<file path="src/rtl/hm01b0_pkg.sv">
// Shared types and constants for the HM01B0 camera emulator.
package hm01b0_pkg;

    typedef enum logic [1:0] {
        GRADIENT = 2'd0,
        CHECKER  = 2'd1,
        CONSTANT = 2'd2,
        LFSR     = 2'd3
    } pattern_e;

    typedef enum logic [2:0] {
        IDLE   = 3'd0,
        VFRONT = 3'd1,
        LINE   = 3'd2,
        HBLANK = 3'd3,
        VBACK  = 3'd4,
        GAP    = 3'd5
    } state_e;

    localparam logic [7:0] LFSR_SEED = 8'hA5;

    function automatic logic [7:0] lfsr_next(input logic [7:0] s);
        return {s[6:0], s[7] ^ s[5] ^ s[4] ^ s[3]};
    endfunction

endpackage

</file>
<file path="src/rtl/hm01b0_pattern_gen.sv">
// Test-pattern pixel generator; owns the per-frame LFSR.
module hm01b0_pattern_gen
    import hm01b0_pkg::*;
#(
    parameter int XW = 9,
    parameter int YW = 8
) (
    input  logic          clock,
    input  logic          reset,
    input  logic [XW-1:0] x,
    input  logic [YW-1:0] y,
    input  logic [7:0]    frame_cnt,
    input  pattern_e      pat,
    input  logic          advance,
    input  logic          restart,
    output logic [7:0]    pixel
);

    logic [7:0] lfsr;
    logic [7:0] x8;
    logic [7:0] y8;

    always_ff @(posedge clock or posedge reset) begin
        if (reset) begin
            lfsr <= LFSR_SEED;
        end else if (restart) begin
            lfsr <= LFSR_SEED;
        end else if (advance) begin
            lfsr <= lfsr_next(lfsr);
        end
    end

    // Coordinates folded to 8 bits: gradient wraps mod 256, checker only needs bit 3.
    assign x8 = 8'(x);
    assign y8 = 8'(y);

    always_comb begin
        pixel = 8'h00;
        case (pat)
            GRADIENT: pixel = x8 + y8 + frame_cnt;
            CHECKER:  pixel = (x8[3] ^ y8[3]) ? 8'hFF : 8'h00;
            CONSTANT: pixel = 8'h80;
            LFSR:     pixel = lfsr;
            default:  pixel = 8'h00;
        endcase
    end

endmodule

</file>
<file path="src/rtl/hm01b0_pixel_source.sv">
// HM01B0 parallel-bus emulator: pclk divider, frame/line timing FSM, test patterns.
// state  | meaning
// IDLE   | bus quiet, waiting for enable on a tick
// VFRONT | vsync high before first line
// LINE   | hsync high, one pixel per tick
// HBLANK | hsync low between lines
// VBACK  | vsync high after last line
// GAP    | vsync low between frames, frame_done at its end
module hm01b0_pixel_source
    import hm01b0_pkg::*;
#(
    parameter int H_ACTIVE  = 320,
    parameter int V_ACTIVE  = 240,
    parameter int H_BLANK   = 16,
    parameter int V_FRONT   = 8,
    parameter int V_BACK    = 8,
    parameter int FRAME_GAP = 32,
    parameter int CLK_DIV   = 4
) (
    input  logic       clock,
    input  logic       reset,
    input  logic       enable,
    input  logic [1:0] pattern,
    output logic       pclk,
    output logic       vsync,
    output logic       hsync,
    output logic [7:0] data,
    output logic       busy,
    output logic       frame_done
);

    localparam int XW    = (H_ACTIVE > 1) ? $clog2(H_ACTIVE) : 1;
    localparam int YW    = (V_ACTIVE > 1) ? $clog2(V_ACTIVE) : 1;
    localparam int BMAX1 = (H_BLANK > V_FRONT) ? H_BLANK : V_FRONT;
    localparam int BMAX2 = (V_BACK > FRAME_GAP) ? V_BACK : FRAME_GAP;
    localparam int BMAX  = (BMAX1 > BMAX2) ? BMAX1 : BMAX2;
    localparam int BW    = $clog2(BMAX + 1);
    localparam int DW    = $clog2(CLK_DIV);

    logic [DW-1:0] div_cnt;
    logic          tick;
    state_e        state;
    pattern_e      pat_q;
    logic [BW-1:0] cnt;
    logic [XW-1:0] x;
    logic [YW-1:0] y;
    logic [7:0]    frame_cnt;
    logic [7:0]    pixel;
    logic          gap_end;
    logic          start_frame;

    assign tick = (div_cnt == DW'(CLK_DIV - 1));

    always_ff @(posedge clock or posedge reset) begin
        if (reset) begin
            div_cnt <= '0;
        end else if (tick) begin
            div_cnt <= '0;
        end else begin
            div_cnt <= div_cnt + DW'(1);
        end
    end

    // Ticks are the falling pclk edges, so bus updates sit half a period from sampling.
    assign pclk = (div_cnt >= DW'(CLK_DIV / 2));

    assign gap_end     = (state == GAP) && (cnt == '0);
    assign start_frame = tick && enable && ((state == IDLE) || gap_end);

    always_ff @(posedge clock or posedge reset) begin
        if (reset) begin
            state      <= IDLE;
            pat_q      <= GRADIENT;
            cnt        <= '0;
            x          <= '0;
            y          <= '0;
            frame_cnt  <= '0;
            busy       <= 1'b0;
            frame_done <= 1'b0;
        end else begin
            frame_done <= 1'b0;
            if (start_frame) begin
                state <= VFRONT;
                cnt   <= BW'(V_FRONT - 1);
                pat_q <= pattern_e'(pattern);
                busy  <= 1'b1;
                x     <= '0;
                y     <= '0;
            end else if (tick) begin
                case (state)
                    VFRONT: begin
                        if (cnt == '0) state <= LINE;
                        else           cnt   <= cnt - BW'(1);
                    end
                    LINE: begin
                        if (x == XW'(H_ACTIVE - 1)) begin
                            x <= '0;
                            if (y == YW'(V_ACTIVE - 1)) begin
                                state <= VBACK;
                                cnt   <= BW'(V_BACK - 1);
                            end else begin
                                state <= HBLANK;
                                cnt   <= BW'(H_BLANK - 1);
                            end
                        end else begin
                            x <= x + XW'(1);
                        end
                    end
                    HBLANK: begin
                        if (cnt == '0) begin
                            state <= LINE;
                            y     <= y + YW'(1);
                        end else begin
                            cnt <= cnt - BW'(1);
                        end
                    end
                    VBACK: begin
                        if (cnt == '0) begin
                            state <= GAP;
                            cnt   <= BW'(FRAME_GAP - 1);
                        end else begin
                            cnt <= cnt - BW'(1);
                        end
                    end
                    GAP: begin
                        if (cnt == '0) begin
                            state <= IDLE;
                            busy  <= 1'b0;
                        end else begin
                            cnt <= cnt - BW'(1);
                        end
                    end
                    default: ;
                endcase
            end
            if (tick && gap_end) begin
                frame_done <= 1'b1;
                frame_cnt  <= frame_cnt + 8'd1;
            end
        end
    end

    hm01b0_pattern_gen #(
        .XW(XW),
        .YW(YW)
    ) u_pattern_gen (
        .clock     (clock),
        .reset     (reset),
        .x         (x),
        .y         (y),
        .frame_cnt (frame_cnt),
        .pat       (pat_q),
        .advance   (tick && (state == LINE)),
        .restart   (start_frame),
        .pixel     (pixel)
    );

    assign vsync = (state != IDLE) && (state != GAP);
    assign hsync = (state == LINE);
    assign data  = hsync ? pixel : 8'h00;

endmodule
</file>
<file path="config.mk">
export PLATFORM = sky130hd
export DESIGN_NAME = hm01b0_pixel_source
export DESIGN_NICKNAME = d
export VERILOG_FILES = /design/src/rtl/hm01b0_pkg.sv /design/src/rtl/hm01b0_pattern_gen.sv /design/src/rtl/hm01b0_pixel_source.sv
export SDC_FILE = /design/constraint.sdc
export NUM_CORES = 1
export LEC_CHECK = 0
export ABC_CLOCK_PERIOD_IN_PS = 3200
export CAP_MARGIN = 30
export CORE_MARGIN = 2
export CORE_UTILIZATION = 40
export CTS_CLUSTER_DIAMETER = 50
export DETAILED_ROUTE_END_ITERATION = 10
export PLACE_DENSITY = 0.57
export SYNTH_ARGS = -nofsm -noshare
export SYNTH_HDL_FRONTEND = slang
export SYNTH_SLANG_ARGS = --single-unit
export TNS_END_PERCENT = 100
</file>
<file path="constraint.sdc">
create_clock -name clock -period 3.2 [get_ports clock]
set_input_delay 0.8 -clock clock [delete_from_list [all_inputs] [get_ports clock]]
set_output_delay 0.8 -clock clock [all_outputs]
set_load 0.05 [all_outputs]
</file>
==> results.json, run 1 <==
{
  "violations": "setup timing",
  "vias_per_cell": 5.39,
  "hold_depth": 1,
  "insertion_delay_ns": 0.30,
  "num_rows": 32,
  "io-pin-count": 18,
  "power_density_mw_per_mm2": 569,
  "overflow": 0,
  "yosysUniqueCellTypes": 58,
  "hold_class": "register to register",
  "period_share_pct": 119,
  "syn-num-nets": 380,
  "netlist_instances": 354,
  "wl_per_cell_um": 15.8,
  "rsz0062_at_grt": "true",
  "wl_um": 7830,
  "fmax_mhz": 263,
  "area_growth_pct": 22.5,
  "dr_total_vias": 2668,
  "postRouteAntennaNets": 0,
  "drv_cap": 0,
  "startpoint": "x[1]",
  "dp_hpwl_um": 5970,
  "cts_buffers": 5,
  "cts_tree": "done",
  "die_h_um": 93.5,
  "initial_core_util_pct": 41.4,
  "root_buffer": "clkbuf_8",
  "reg2regPathDepth": 8,
  "arrival_ns": 3.00,
  "crit_path_max_fanout": 2,
  "r2r-end": "cnt[2]",
  "dpl-instance-area_mm2": 0.00378,
  "ys.flop_type": "dfrtp_1",
  "ys_seq_elements": 48,
  "hold_viol_final": 0,
  "r2r_slack_ns": 0.83,
  "antenna_cells": 0,
  "r2r-start": "x[1]",
  "grt_pass1_wl_um": 13300,
  "ys_seq_area_share_pct": 37.7,
  "hp-start": "div_cnt[0]",
  "final-setup-viol-count": 6,
  "cts_max_path_buffers": 2,
  "fp.coreArea_mm2": 0.00773,
  "netlist_area_mm2": 0.00320,
  "fin_nets": 418,
  "yosysWarnings": 0,
  "drc": 0,
  "slew_viol_final": 0,
  "path_class": "register to output pin",
  "grt_pass1_vias": 2723,
  "synth_edf_count": 0,
  "critPathRequiredTime_ns": 2.40,
  "cts_max_level": 2,
  "min_period_ns": 3.80,
  "syn_area_per_cell_um2": 9.04,
  "n_fill_cell": 724,
  "tightest_slew_ns": 0.645,
  "ir_worst_vdd_mv": 0.290,
  "synthArstFlopShare_pct": 100,
  "grt_max_degree": 23,
  "portBuffers": 17,
  "synth-xor-area-share_pct": 6.02,
  "end_kind": "output pin",
  "synth_top_family_by_area": "simple AND/OR/NAND/NOR gates",
  "cts_sinks": 48,
  "p_leak_nw": 1.66,
  "relSlewSlack_pct": 57.0,
  "clk_pin_slew_ns": 0.09,
  "drive_above_1_share_pct": 20.4,
  "final_util_pct": 50.7,
  "gp_congestion": 0.807,
  "layout_setup_ws_ns": -0.604,
  "outcome": "complete, but fails checks",
  "synth-adder-area-share_pct": 10.1,
  "grt_usage_pct": 19.4,
  "min_to": "div_cnt[0]",
  "dieArea_mm2": 0.00873,
  "final_cell_mix": "dfrtp_1, nand2_1, buf_4, nor2_1, a21oi_1",
  "firstDrtPassIters": 4,
  "synthMuxAreaShare_pct": 1.29,
  "final_cell_area_mm2": 0.00392,
  "final_common_cell": "dfrtp_1",
  "synth_compound_area_share_pct": 16.1,
  "cp-start-kind": "register",
  "die_x_um": 93.5,
  "synthSimpleGateAreaFrac_pct": 25.1,
  "drt-initial-drc-count": 71,
  "skew_ns": 0.0105,
  "cts_hold_buffers": 0,
  "antenna_found_initial": 0
}
-- area by class of cell --
class	instances	area [um2]	area share, %
well taps	102	128	3.26
flip-flops and latches	48	1210	30.8
multi-input cells	275	1980	50.5
inverters	15	56.3	1.44
clock buffers	8	90.1	2.30
repair buffers	47	460	11.7
-- per-layer routing --
layer	global-route usage, %	routed length (um)	vias to the layer above
li1	-	-	1330
met1	26.1	3700	1299
met2	33.0	3890	33
met5	0	0	-
met4	4.66	78	0
met3	2.66	167	6
-- worst max-delay path, cell delays in order (launching register included) --
cell,delay [ns]
dfrtp_1,0.41
fa_1,0.55
ha_2,0.19
inv_2,0.04
fa_2,0.35
nand2b_4,0.15
a21boi_2,0.11
nor3_1,0.05
or3_4,0.38
a221oi_4,0.30
buf_12,0.18
-- stage by stage --
step / setup WS [ns] / hold slack, ns / power (mW) / TNS [ns] / cells
6_report: -0.604 / 0.464 / 2.23 / -2.38 / 495
5_1_grt: -0.708 / 0.504 / 2.38 / -2.96 / 495
4_1_cts: -0.571 / 0.462 / 2.23 / -2.18 / 492
3_5_place_dp: -0.243 / 0.444 / 1.84 / -0.400 / 483
3_3_place_gp: -0.196 / 0.442 / 1.82 / -0.229 / 483
2_1_floorplan: -0.282 / 0.424 / 1.49 / -0.409 / 354
-- synth_stat cells, types with 2 or more instances --
cell	n	area share, %
o31ai_1	3	0.70
dfrtp_1	44	34
nand3_1	15	2.3
nor2b_1	6	1.2
dfstp_2	4	3.3
nand2_1	41	4.8
fa_1	8	5.0
a221oi_1	2	0.55
a22o_1	2	0.55
a21boi_0	2	0.47
o22ai_1	4	0.78
inv_1	14	1.6
o21ai_0	13	2.0
o211ai_1	3	0.70
buf_2	2	0.31
ha_1	13	5.1
and2_1	2	0.39
and3_1	3	0.59
a21oi_1	29	4.5
or2_2	5	0.98
nor4bb_1	2	0.63
or3_1	3	0.59
clkbuf_1	14	1.6
a31oi_1	7	1.4
xor2_1	4	1.1
nor2_1	28	3.3
a211oi_1	3	0.70
nor3b_1	4	0.94
nand3b_1	3	0.70
nor4b_1	2	0.55
and4_1	2	0.55
nand4_1	7	1.4
xnor2_1	18	4.9
mux2i_1	3	0.94
nand2b_1	10	2.0
o21ai_1	2	0.31
nor3_1	6	0.94
-- logic make-up (layout without fill, tap and decap cells) --
kind of cell,Yosys count,count (layout)
mux,4,4
compound gates,80,80
buf+inv,31,70
fa+ha+maj,21,21
simple gates,148,148
flops,48,48
xor+xnor,22,22
-- worst max-delay path by stage --
stage                     slack, ns  endpoint  cells after the start
after floorplan               -0.28   data[5]                      9
after global placement        -0.20   data[5]                     10
after detailed placement      -0.24   data[5]                     10
after CTS                     -0.57   data[5]                     10
after global routing          -0.71   data[5]                     10
final                         -0.60   data[5]                     10
-- power by group --
group          leakage (nW)  internal, mW  switching (mW)
Combinational          1.02         0.462           0.551
Clock                0.0455         0.177           0.198
Sequential            0.597         0.706           0.136
Total                  1.66          1.35           0.885
-- registers in the layout (all words and copies together), names as in the netlist --
name                cells
x                       9
frame_cnt               8
u_pattern_gen.lfsr      8
div_cnt                 2
pat_q                   2
y                       8
busy                    1
frame_done              1
state                   3
cnt                     6
-- timing repair --
item,CTS,global route
pin swaps,4,6
gates resized for setup,3,5
buffers inserted,1,3
hold endpoints to repair,0,0
endpoints found under the setup margin,6,6
Power figures use the tool's default switching activity.
==> run 2: changes to the inputs <==
Settings changed: PLACE_DENSITY 0.57 to unset, PLACE_DENSITY_LB_ADDON set to 0.1.
==> run 2 against run 1 <==
Net effect:
- the run still ends with setup timing left
- sequential power increased by 2.5%
- largest cell class unchanged
- critical path depth stayed put
- sequential cell count stayed put
- core utilization increased by 0.55 points
- global-route usage is 0.062 points lower
- setup slack got worse by 0.011 ns
==> results.json, run 2 (synthesis results as in run 1) <==
{
  "end_kind": "output pin",
  "n_fill_cell": 738,
  "cp-start-kind": "register",
  "root_buffer": "clkbuf_8",
  "critPathRequiredTime_ns": 2.40,
  "io-pin-count": 18,
  "cts_tree": "done",
  "path_buf_inv": 2,
  "cp_slowest_stage_delay_ns": 0.56,
  "antenna_found_initial": 0,
  "slowest_stage": "fa_1",
  "fin_nets": 419,
  "hold_viol_final": 0,
  "drv_cap": 0,
  "power_density_mw_per_mm2": 580,
  "outcome": "complete, but fails checks",
  "p_leak_nw": 1.69,
  "grt_max_degree": 23,
  "grt_pass1_wl_um": 13300,
  "hold_class": "register to register",
  "cp_top_family": "adder cells",
  "tightest_slew_ns": 0.675,
  "layout_setup_ws_ns": -0.615,
  "grt_pass1_vias": 2655,
  "firstDrtPassIters": 4,
  "fp.coreArea_mm2": 0.00773,
  "drive_above_1_share_pct": 21.1,
  "portBuffers": 17,
  "wl_per_cell_um": 15.9,
  "die_x_um": 93.5,
  "largest_reg_flops": 9,
  "regMostFlops": "x",
  "drc": 0,
  "final_cell_mix": "dfrtp_1, nand2_1, buf_4, nor2_1, a21oi_1",
  "dieArea_mm2": 0.00873,
  "violations": "setup timing",
  "grt_usage_pct": 19.3,
  "skew_ns": 0.0143,
  "cts_max_level": 2,
  "arrival_ns": 3.02,
  "wl_um": 7870,
  "initial_core_util_pct": 41.4,
  "holdWs_ns": 0.456,
  "ir_worst_vdd_mv": 0.219,
  "power_mw": 2.30,
  "cts_buffers": 5,
  "insertion_delay_ns": 0.30,
  "area_growth_pct": 23.8,
  "die_h_um": 93.5,
  "dr_total_vias": 2684,
  "vias_per_cell": 5.41,
  "postRouteAntennaNets": 0,
  "drt-initial-drc-count": 111,
  "fmax_mhz": 262,
  "cts_max_path_buffers": 2,
  "hp-start": "div_cnt[0]",
  "final-setup-viol-count": 6,
  "period_share_pct": 119,
  "final_common_cell": "dfrtp_1",
  "rsz0062_at_grt": "true",
  "dp_hpwl_um": 5830,
  "cts_hold_buffers": 0,
  "crit_path_max_fanout": 2,
  "cts_sinks": 48,
  "antenna_cells": 0,
  "gp_congestion": 0.819,
  "path_class": "register to output pin",
  "startpoint": "x[1]",
  "path_cells": "fa_1 -> ha_2 -> inv_2 -> fa_2 -> nand2b_4 -> a21boi_2 -> nor3_1 -> or3_4 -> a221oi_4 -> buf_12",
  "overflow": 0,
  "relSlewSlack_pct": 54.6,
  "r2r-start": "x[1]",
  "num_rows": 32,
  "clk_pin_slew_ns": 0.10,
  "min_period_ns": 3.82,
  "slew_viol_final": 0
}
==> run 2: repair_timing <==
| action | CTS | global route |
|---|---|---|
| gates resized for setup | 8 | 2 |
| setup buffers | 3 | 3 |
| endpoints found under the setup margin | 6 | 6 |
| pin swaps | 5 | 11 |
==> run 2: final timing paths <==
path	cells after the start	slack (ns)	end
worst max-delay path	10	-0.62	data[5]
worst min-delay path	1	0.46	div_cnt[0]
worst max register to register	8	0.82	cnt[5]
worst min register to register	1	0.46	div_cnt[0]
max in group asynchronous	3	1.78	u_pattern_gen.lfsr[2]
min in group asynchronous	2	0.77	div_cnt[0]
==> run 2: cell type report <==
| type | instances | area (um2) | area share, % |
|---|---|---|---|
| clock buffers | 6 | 72.6 | 1.83 |
| clock inverters | 2 | 35.0 | 0.884 |
| inverters | 15 | 56.3 | 1.42 |
| multi-input cells | 275 | 1990 | 50.3 |
| flip-flops and latches | 48 | 1210 | 30.4 |
| well taps | 102 | 128 | 3.22 |
| repair buffers | 48 | 472 | 11.9 |
==> run 2: per-stage QoR <==
step | instance area, um2 | worst slack (ns) | instances | util (%) | TNS [ns]
4_1_cts | 3930 | -0.559 | 493 | 50.9 | -2.09
3_3_place_gp | 3770 | -0.196 | 482 | 48.8 | -0.231
5_1_grt | 3960 | -0.739 | 496 | 51.3 | -3.21
3_5_place_dp | 3770 | -0.234 | 482 | 48.8 | -0.329
6_report | 3960 | -0.615 | 496 | 51.3 | -2.44
2_1_floorplan | 3280 | -0.282 | 354 | - | -0.409
==> run 2: where the power goes <==
group	switching, mW	internal (mW)
clock network	0.207	0.232
logic	0.529	0.465
registers	0.158	0.706
==> run 2: per-layer routing <==
layer  track usage (%)  vias to the layer above  part of all wire (%)
li1                  -                     1328                     -
met1              27.0                     1310                    48
met2              31.2                       38                    48
met3              3.14                        8                   2.9
met4              5.02                        0                   1.4
met5                 0                        -                     0
==> run 2: worst register-to-register path: stages, from the launching register on <==
cell and delay, ns:
dfrtp_1 0.38, buf_4 0.12, buf_4 0.11, ha_1 0.18, nand2_1 0.10, or4_4 0.55
a221oi_4 0.45, o21ai_1 0.12, a22o_1 0.25
